[config.mk]
export PLATFORM = sky130hd
export DESIGN_NAME = sample_serializer_flat
export DESIGN_NICKNAME = d
export VERILOG_FILES = /design/src/rtl/audio_pkg.sv /design/src/rtl/sample_serializer_if.sv /design/src/rtl/sample_serializer_bclk_gen.sv /design/src/rtl/sample_serializer.sv /design/src/flat_wrapper.sv
export SDC_FILE = /design/constraint.sdc
export NUM_CORES = 1
export LEC_CHECK = 0
export CORE_ASPECT_RATIO = 0.8
export CORE_MARGIN = 8
export CORE_UTILIZATION = 40
export CTS_BUF_LIST = sky130_fd_sc_hd__clkbuf_4
export CTS_CLUSTER_SIZE = 20
export DETAILED_ROUTE_END_ITERATION = 10
export GPL_ROUTABILITY_DRIVEN = 0
export PLACE_DENSITY = 0.69
export SETUP_SLACK_MARGIN = 0.05
export SLEW_MARGIN = 20
export SYNTH_ARGS = -nofsm -noshare
export SYNTH_HDL_FRONTEND = slang
export SYNTH_SLANG_ARGS = --single-unit
[constraint.sdc]
create_clock -name clk -period 2.6 [get_ports clk]
set_clock_uncertainty 0.15 [all_clocks]
set_input_delay 0.26 -clock clk [delete_from_list [all_inputs] [get_ports clk]]
set_output_delay 0.26 -clock clk [all_outputs]
set_load 0.02 [all_outputs]
[src/rtl/audio_pkg.sv]
// Shared audio constants and the serializer state type.
package audio_pkg;
    localparam int SAMPLE_W   = 16;
    localparam int FRAME_BITS = 32;
    localparam int SLOT_BITS  = 16;
    localparam int BIT_CNT_W  = $clog2(FRAME_BITS);

    typedef enum logic {IDLE = 1'b0, RUN = 1'b1} ser_state_t;
endpackage

[src/rtl/sample_serializer_if.sv]
// Parallel sample stream from the echo stage: 16-bit sample with one-cycle ready strobe.
interface sample_serializer_if;
    import audio_pkg::*;

    logic [SAMPLE_W-1:0] sample_in;
    logic                ready;

    modport master (output sample_in, output ready);
    modport slave  (input  sample_in, input  ready);
endinterface

[src/rtl/sample_serializer_bclk_gen.sv]
// Bit-clock divider: toggles bclk every CLK_DIV cycles while run is high, held low otherwise.
module bclk_gen #(
    parameter int CLK_DIV = 4
) (
    input  logic clk,
    input  logic reset,
    input  logic run,
    output logic bclk,
    output logic fall_tick
);
    localparam int DIV_W = (CLK_DIV > 1) ? $clog2(CLK_DIV) : 1;

    logic [DIV_W-1:0] div_cnt;
    logic             tick;

    assign tick      = run && (div_cnt == DIV_W'(CLK_DIV - 1));
    assign fall_tick = tick && bclk;

    always_ff @(posedge clk or posedge reset) begin
        if (reset) begin
            div_cnt <= '0;
            bclk    <= 1'b0;
        end else if (!run) begin
            div_cnt <= '0;
            bclk    <= 1'b0;
        end else if (tick) begin
            div_cnt <= '0;
            bclk    <= ~bclk;
        end else begin
            div_cnt <= div_cnt + 1'b1;
        end
    end
endmodule

[src/rtl/sample_serializer.sv]
// Mono sample to left-justified serial frame (same word in both slots), with one
// holding register between the sample strobe and the frame boundary.
module sample_serializer
    import audio_pkg::*;
#(
    parameter int CLK_DIV = 4
) (
    input  logic                clk,
    input  logic                reset,
    sample_serializer_if.slave  smp,
    output logic                bclk,
    output logic                lrclk,
    output logic                sdata,
    output logic                frame_start,
    output logic                underrun
);
    ser_state_t            state;
    logic [SAMPLE_W-1:0]   hold;
    logic [SAMPLE_W-1:0]   frame_word;
    logic [SAMPLE_W-1:0]   shift;
    logic [BIT_CNT_W-1:0]  bit_cnt;
    logic [BIT_CNT_W-1:0]  bit_cnt_nxt;
    logic                  pending;
    logic                  fall_tick;
    logic                  boundary;

    bclk_gen #(.CLK_DIV(CLK_DIV)) u_bclk_gen (
        .clk       (clk),
        .reset     (reset),
        .run       (state == RUN),
        .bclk      (bclk),
        .fall_tick (fall_tick)
    );

    assign bit_cnt_nxt = bit_cnt + 1'b1;
    assign boundary    = fall_tick && (bit_cnt == BIT_CNT_W'(FRAME_BITS - 1));
    assign lrclk       = (state == RUN) && bit_cnt[BIT_CNT_W-1];
    assign sdata       = (state == RUN) && shift[SAMPLE_W-1];

    always_ff @(posedge clk or posedge reset) begin
        if (reset) begin
            state       <= IDLE;
            hold        <= '0;
            frame_word  <= '0;
            shift       <= '0;
            bit_cnt     <= '0;
            pending     <= 1'b0;
            frame_start <= 1'b0;
            underrun    <= 1'b0;
        end else begin
            frame_start <= 1'b0;
            underrun    <= 1'b0;
            case (state)
                IDLE: begin
                    if (smp.ready) begin
                        state       <= RUN;
                        frame_word  <= smp.sample_in;
                        shift       <= smp.sample_in;
                        bit_cnt     <= '0;
                        pending     <= 1'b0;
                        frame_start <= 1'b1;
                    end
                end
                RUN: begin
                    // A strobe landing on the boundary edge bypasses hold entirely.
                    if (smp.ready && !boundary) begin
                        hold    <= smp.sample_in;
                        pending <= 1'b1;
                    end
                    if (fall_tick) begin
                        bit_cnt <= bit_cnt_nxt;
                        if (boundary) begin
                            frame_start <= 1'b1;
                            pending     <= 1'b0;
                            if (smp.ready) begin
                                frame_word <= smp.sample_in;
                                shift      <= smp.sample_in;
                            end else if (pending) begin
                                frame_word <= hold;
                                shift      <= hold;
                            end else begin
                                shift    <= frame_word;
                                underrun <= 1'b1;
                            end
                        end else if (bit_cnt_nxt == BIT_CNT_W'(SLOT_BITS)) begin
                            shift <= frame_word;
                        end else begin
                            shift <= {shift[SAMPLE_W-2:0], 1'b0};
                        end
                    end
                end
                default: state <= IDLE;
            endcase
        end
    end
endmodule

[src/flat_wrapper.sv]
// flat-port wrapper written by rule: the top's interface ports become plain ports
module sample_serializer_flat import audio_pkg::*;
#(
    parameter int CLK_DIV = 4
)
  (clk, reset, bclk, lrclk, sdata, frame_start, underrun, smp_sample_in, smp_ready);
  sample_serializer_if smp_i ();
  input  logic clk;
  input  logic reset;
  output logic bclk;
  output logic lrclk;
  output logic sdata;
  output logic frame_start;
  output logic underrun;
  input wire logic [$bits(smp_i.sample_in)-1:0] smp_sample_in;
  input wire logic [$bits(smp_i.ready)-1:0] smp_ready;
  assign smp_i.sample_in = smp_sample_in;
  assign smp_i.ready = smp_ready;
  sample_serializer #(.CLK_DIV(CLK_DIV)) u_core (.clk(clk), .reset(reset), .smp(smp_i), .bclk(bclk), .lrclk(lrclk), .sdata(sdata), .frame_start(frame_start), .underrun(underrun));
endmodule
## After elaboration in Yosys (flattened, before gate mapping)

Index checks and enable logic that the tools add are counted.
Widths: inputs -> output; s select.

- Equal/unequal tests: 7
- Mux-type cells: 32
- $add $sub $neg: 2
- Reduce and logical (&&, ||, !) cells: 10
- Bitwise logic cells: 2

Operators with widths:

| kind | count |
|---|---|
| $mux 16 | 8 |
| $pmux 16 s2 | 2 |
| $mux 1 | 15 |
| $eq 5x5->1 const B | 2 |
| $mux 5 | 2 |
| $pmux 5 s2 | 1 |
| $ne 2x2->1 const B | 4 |
| $logic_and 1x1->1 | 6 |
| $add 5x1->5 const B | 1 |
| $mux 2 | 2 |
| $pmux 1 s2 | 2 |
| $reduce_and 2->1 | 2 |
| $reduce_and 3->1 | 1 |
| $add 2x1->2 const B | 1 |
| $eq 2x2->1 const B | 1 |
| $not 1->1 | 2 |
| $logic_not 1->1 | 1 |

- Word-level logic and storage cells: 63
- Bits of input ports: 19
- Output and inout bits: 5
- Register bits: 60

## Longest topological paths before layout

- Depth in word-level cells: 10
- Depth in mapped cells: 9
- Gate-level depth less buffers: 7

## Modules after synthesis

From an unflattened synthesis, not the netlist that was laid out.

- Cell total of the unflattened synthesis: 296
- Area, all modules: 3226.8 sq um

Modules (own cells, without submodules):

| module | times used | cells each | sequential area each (sq um) | area each (sq um) |
|---|---|---|---|---|
| sample_serializer | 1 | 286 | 1426.4 | 3095.5 |
| bclk_gen | 1 | 10 | 75.1 | 131.4 |

## Least setup slack after synthesis

Ideal clock, no wire load.

- Path type: register to register
- Start: register u_core.bit_cnt[0]
- End: register u_core.shift[1]
- Clock period less this slack: 2308 ps
- Data required time: 2309 ps
- Cell stages (with the launch flop): 9
- Path slack: 292 ps
- Buffers on the path: 1
- Library setup time: 141 ps
- Data arrival time: 2017 ps
- Cells stage by stage: dfrtp_1 ha_1 and3_1 ha_1 and3_1 clkbuf_1 and4_1 o32ai_1 a31oi_1

- Longest elaborated chain between the ends: 6
- Elaborated cells between the ends (all ways): 8
- Those cells by class: add/sub: 1; eq/ne: 2; mux: 4; reduce/logical: 1

Ends and longest elaborated chain:

| element | line | text |
|---|---|---|
| start, declared | sample_serializer.sv:21 | `logic [BIT_CNT_W-1:0] bit_cnt;` |
| start signal, assigned | sample_serializer.sv:71 | `bit_cnt <= bit_cnt_nxt;` |
| $add 5x1->5 | sample_serializer.sv:35 | `assign bit_cnt_nxt = bit_cnt + 1'b1;` |
| $eq 5x5->1 | sample_serializer.sv:85 | `end else if (bit_cnt_nxt == BIT_CNT_W'(SLOT_BITS)) begin` |
| $mux 16 | sample_serializer.sv:85 |  |
| $mux 16 (*) | sample_serializer.sv:72 | `if (boundary) begin` |
| $mux 16 (*) | sample_serializer.sv:70 | `if (fall_tick) begin` |
| $pmux 16 s2 (*) | sample_serializer.sv:53 | `case (state)` |
| end signal, assigned | sample_serializer.sv:58 | `shift <= smp.sample_in;` |
| end signal, assigned | sample_serializer.sv:86 | `shift <= frame_word;` |
| end signal, assigned | sample_serializer.sv:88 | `shift <= {shift[SAMPLE_W-2:0], 1'b0};` |
| end, declared | sample_serializer.sv:20 | `logic [SAMPLE_W-1:0] shift;` |

Mark *: on every way between the ends. The rest lies on a longest branch, timed or not. The select of a mux whose other input is x is not followed.
A chain may end at the register's enable or synchronous reset.

## Final worst setup path

- Start: register u_core.bit_cnt[1]
- End: register u_core.shift[6]

The elaborated chain is that of the path after synthesis.

==> run summary <==
Tcrit/Tclk final = 92.6%
Syn nets = 357
CTS buffer count = 9
Detail Route Antenna Nets = 0
Pin count of the biggest net entering global routing = 32
Crit path time final = 2.41 ns
Sequential area share after synthesis = 45.2%
Layout cells sized above 1 = 13.3%
Root Driver = clkbuf_4
Comb pwr share = 11.5%
Pwr dens = 470 nW/µm²
Drt initial violations = 185
Vias in the first global route = 2690
CTS sink count = 60
H-tree levels = 3
Commonest non-fill, non-tap cell in the layout = dfrtp_1
Setup violations, final = 0
Die W = 118 µm
Area growth from synthesis to layout = 14.6%
Critical path peak fanout = 31
DR DRC count = 0
Worst Path Arrival = 2.57 ns
Vias = 2649
Final global-route overflow total = 0
Achievable frequency = 0.415 GHz
Most frequent cells in the layout = dfrtp_1, nor2_1, a31oi_1
CTS tree = built
Cts-stage hold buffer count = 0
Top FF cell, synth = dfrtp_1
Vias per cell = 5.64
Hpwl dp = 5440 µm
Measured slew at the worst slew-check pin = 0.558 ns
Post-CTS Setup Inserts = 0
Worst-Skew Late Latency = 0.43 ns
GRT Util Overall = 15.2%
Int Pwr = 1.33 mW
Setup CP Type = reg -> reg
CP startpoint kind = flip-flop
Antenna violations before repair = 0
First-pass detailed-route iteration total = 4
Slew Limit Headroom = 62.8%
Port buffer count = 23
Die height = 97.5 µm
Fin nets = 379
Reg clk slew, reported paths = 0.10 ns
Synth async-reset ratio = 100%
I/O pin count = 24
Row cnt = 29
Mapped Area = 3320 µm²
Psw = 0.461 mW
Max-cap violations = 0
Yosys warnings = 0
Sequential share of power = 56.9%
Status = completed
Die area = 11500 µm²
Peak supply drop = 0.227 mV
Final TNS setup = 0 ns
Starting Density = 41.6%
Synth Instances = 335
First-pass GRT wire length = 14200 µm
FF-to-FF setup slack = 0.19 ns
CP Data Required Time = 2.76 ns
CTS resizes = 0
Longest Clk Path Bufs = 2
Total Wirelength = 8180 µm
Diode count = 0
Synthesized area per cell = 9.92 µm²
Clock power share = 31.6%
Synth unique cells = 33
Final hold violation count = 0
WL/cell = 17.4 µm
Area leader, netlist = dfrtp_1
Post-synth top area share = 45.2%
Post-synth EDFFs = 0
Synth top area cells = dfrtp_1, a31oi_1, mux2i_1, and4_1, nor2_1
Core ar. = 7980 µm²
Pleak = 1.65 nW
Unrepaired setup endpoints after global routing = false
Sw frac = 25.8%
Hold WC Path Type = in -> async
Worst setup margin = 0.191 ns
Critical path endpoint category = flip-flop
Max Slew Vio Count = 0
Place WS = 0.212 ns
Post-synthesis register bit count = 60
## worst paths after layout
check / startpoint / endpoint / cells past startpoint
max: u_core.bit_cnt[1] / u_core.shift[6] / 8
min: reset / u_core.shift[1] / 3
max reg2reg: u_core.bit_cnt[1] / u_core.shift[6] / 8
min reg2reg: u_core.u_bclk_gen.div_cnt[0] / u_core.u_bclk_gen.div_cnt[0] / 1
max in group asynchronous: reset / u_core.shift[7] / 3
min in group clk: u_core.u_bclk_gen.div_cnt[0] / u_core.u_bclk_gen.div_cnt[0] / 1
## cell usage after synthesis (2+ instances only)
cell type,instances
buf_4,2
nand4_1,2
nor2b_1,17
ha_1,3
and3_1,3
xnor2_1,2
a22o_1,2
mux2i_1,16
inv_2,3
mux2_1,10
and4_1,16
and2_1,3
buf_2,9
a2bb2oi_1,15
clkbuf_1,13
nor2_1,36
o32ai_1,15
nand3_1,2
dfrtp_1,60
o21ai_0,8
inv_1,16
nand2_1,19
a31oi_1,31
mux2_2,8
a211oi_1,15
buf_1,2
## cells by family (layout without fill, tap and decap cells)
group	count (synthesis)	count (layout)	share of synthesized area, %
flops	60	60	45.2
xor+xnor	2	2	0.527
compound gates	88	88	19.8
mux	34	34	10.9
buf+inv	46	73	5.99
fa+ha+maj	3	3	1.13
simple gates	102	102	16.4
## power groups by stage
| stage | logic (mW) | clock network (mW) | registers, mW |
|---|---|---|---|
| 5_1_grt | 0.233 | 0.618 | 1.02 |
| 3_3_place_gp | 0.202 | 0 | 1.03 |
| 2_1_floorplan | 0.139 | 0 | 1.03 |
| 6_report | 0.206 | 0.565 | 1.02 |
| 3_5_place_dp | 0.207 | 0 | 1.04 |
| 4_1_cts | 0.208 | 0.589 | 1.02 |
## registers in the layout (all words and copies together), names as in the netlist
name,flops
u_core.pending,1
u_core.underrun,1
u_core.bit_cnt,5
u_core.frame_start,1
u_core.state,1
u_core.u_bclk_gen.bclk,1
u_core.frame_word,16
u_core.u_bclk_gen.div_cnt,2
u_core.shift,16
u_core.hold,16
## through the flow
step	power [mW]	util (%)	hold slack, ns	instance area, µm²	cells
final	1.79	47.7	0.0835	3810	470
after global routing	1.87	47.7	0.123	3810	470
after CTS	1.81	47.6	0.0705	3800	470
after detailed placement	1.24	46.2	0.270	3690	454
after global placement	1.24	46.2	0.265	3690	454
after floorplan	1.16	-	0.242	3320	335
## layout make-up
cell class | count | area (µm²)
well taps | 108 | 135
multi-input cells | 229 | 1630
clock inverters | 3 | 13.8
flip-flops and latches | 60 | 1500
repair buffers | 38 | 355
inverters | 19 | 71.3
clock buffers | 13 | 97.6
fillers | 767 | 4180
## metal layers
metal,wire length [µm],part of all wire (%),global-route usage [%],vias up
li1,-,-,-,1285
met1,4020,49,20.3,1285
met2,3650,45,22.4,70
met3,400,4.9,4.99,9
met4,108,1.3,5.60,0
met5,0,0,0,-
## worst max-delay path: stages, from the launching register on
cell     delay, ns
dfrtp_1       0.44
ha_1          0.24
and3_1        0.20
ha_1          0.30
and3_1        0.22
buf_12        0.17
and4_1        0.20
o32ai_1       0.25
a31oi_1       0.13
No activity file was read; power rests on OpenSTA's default activity.
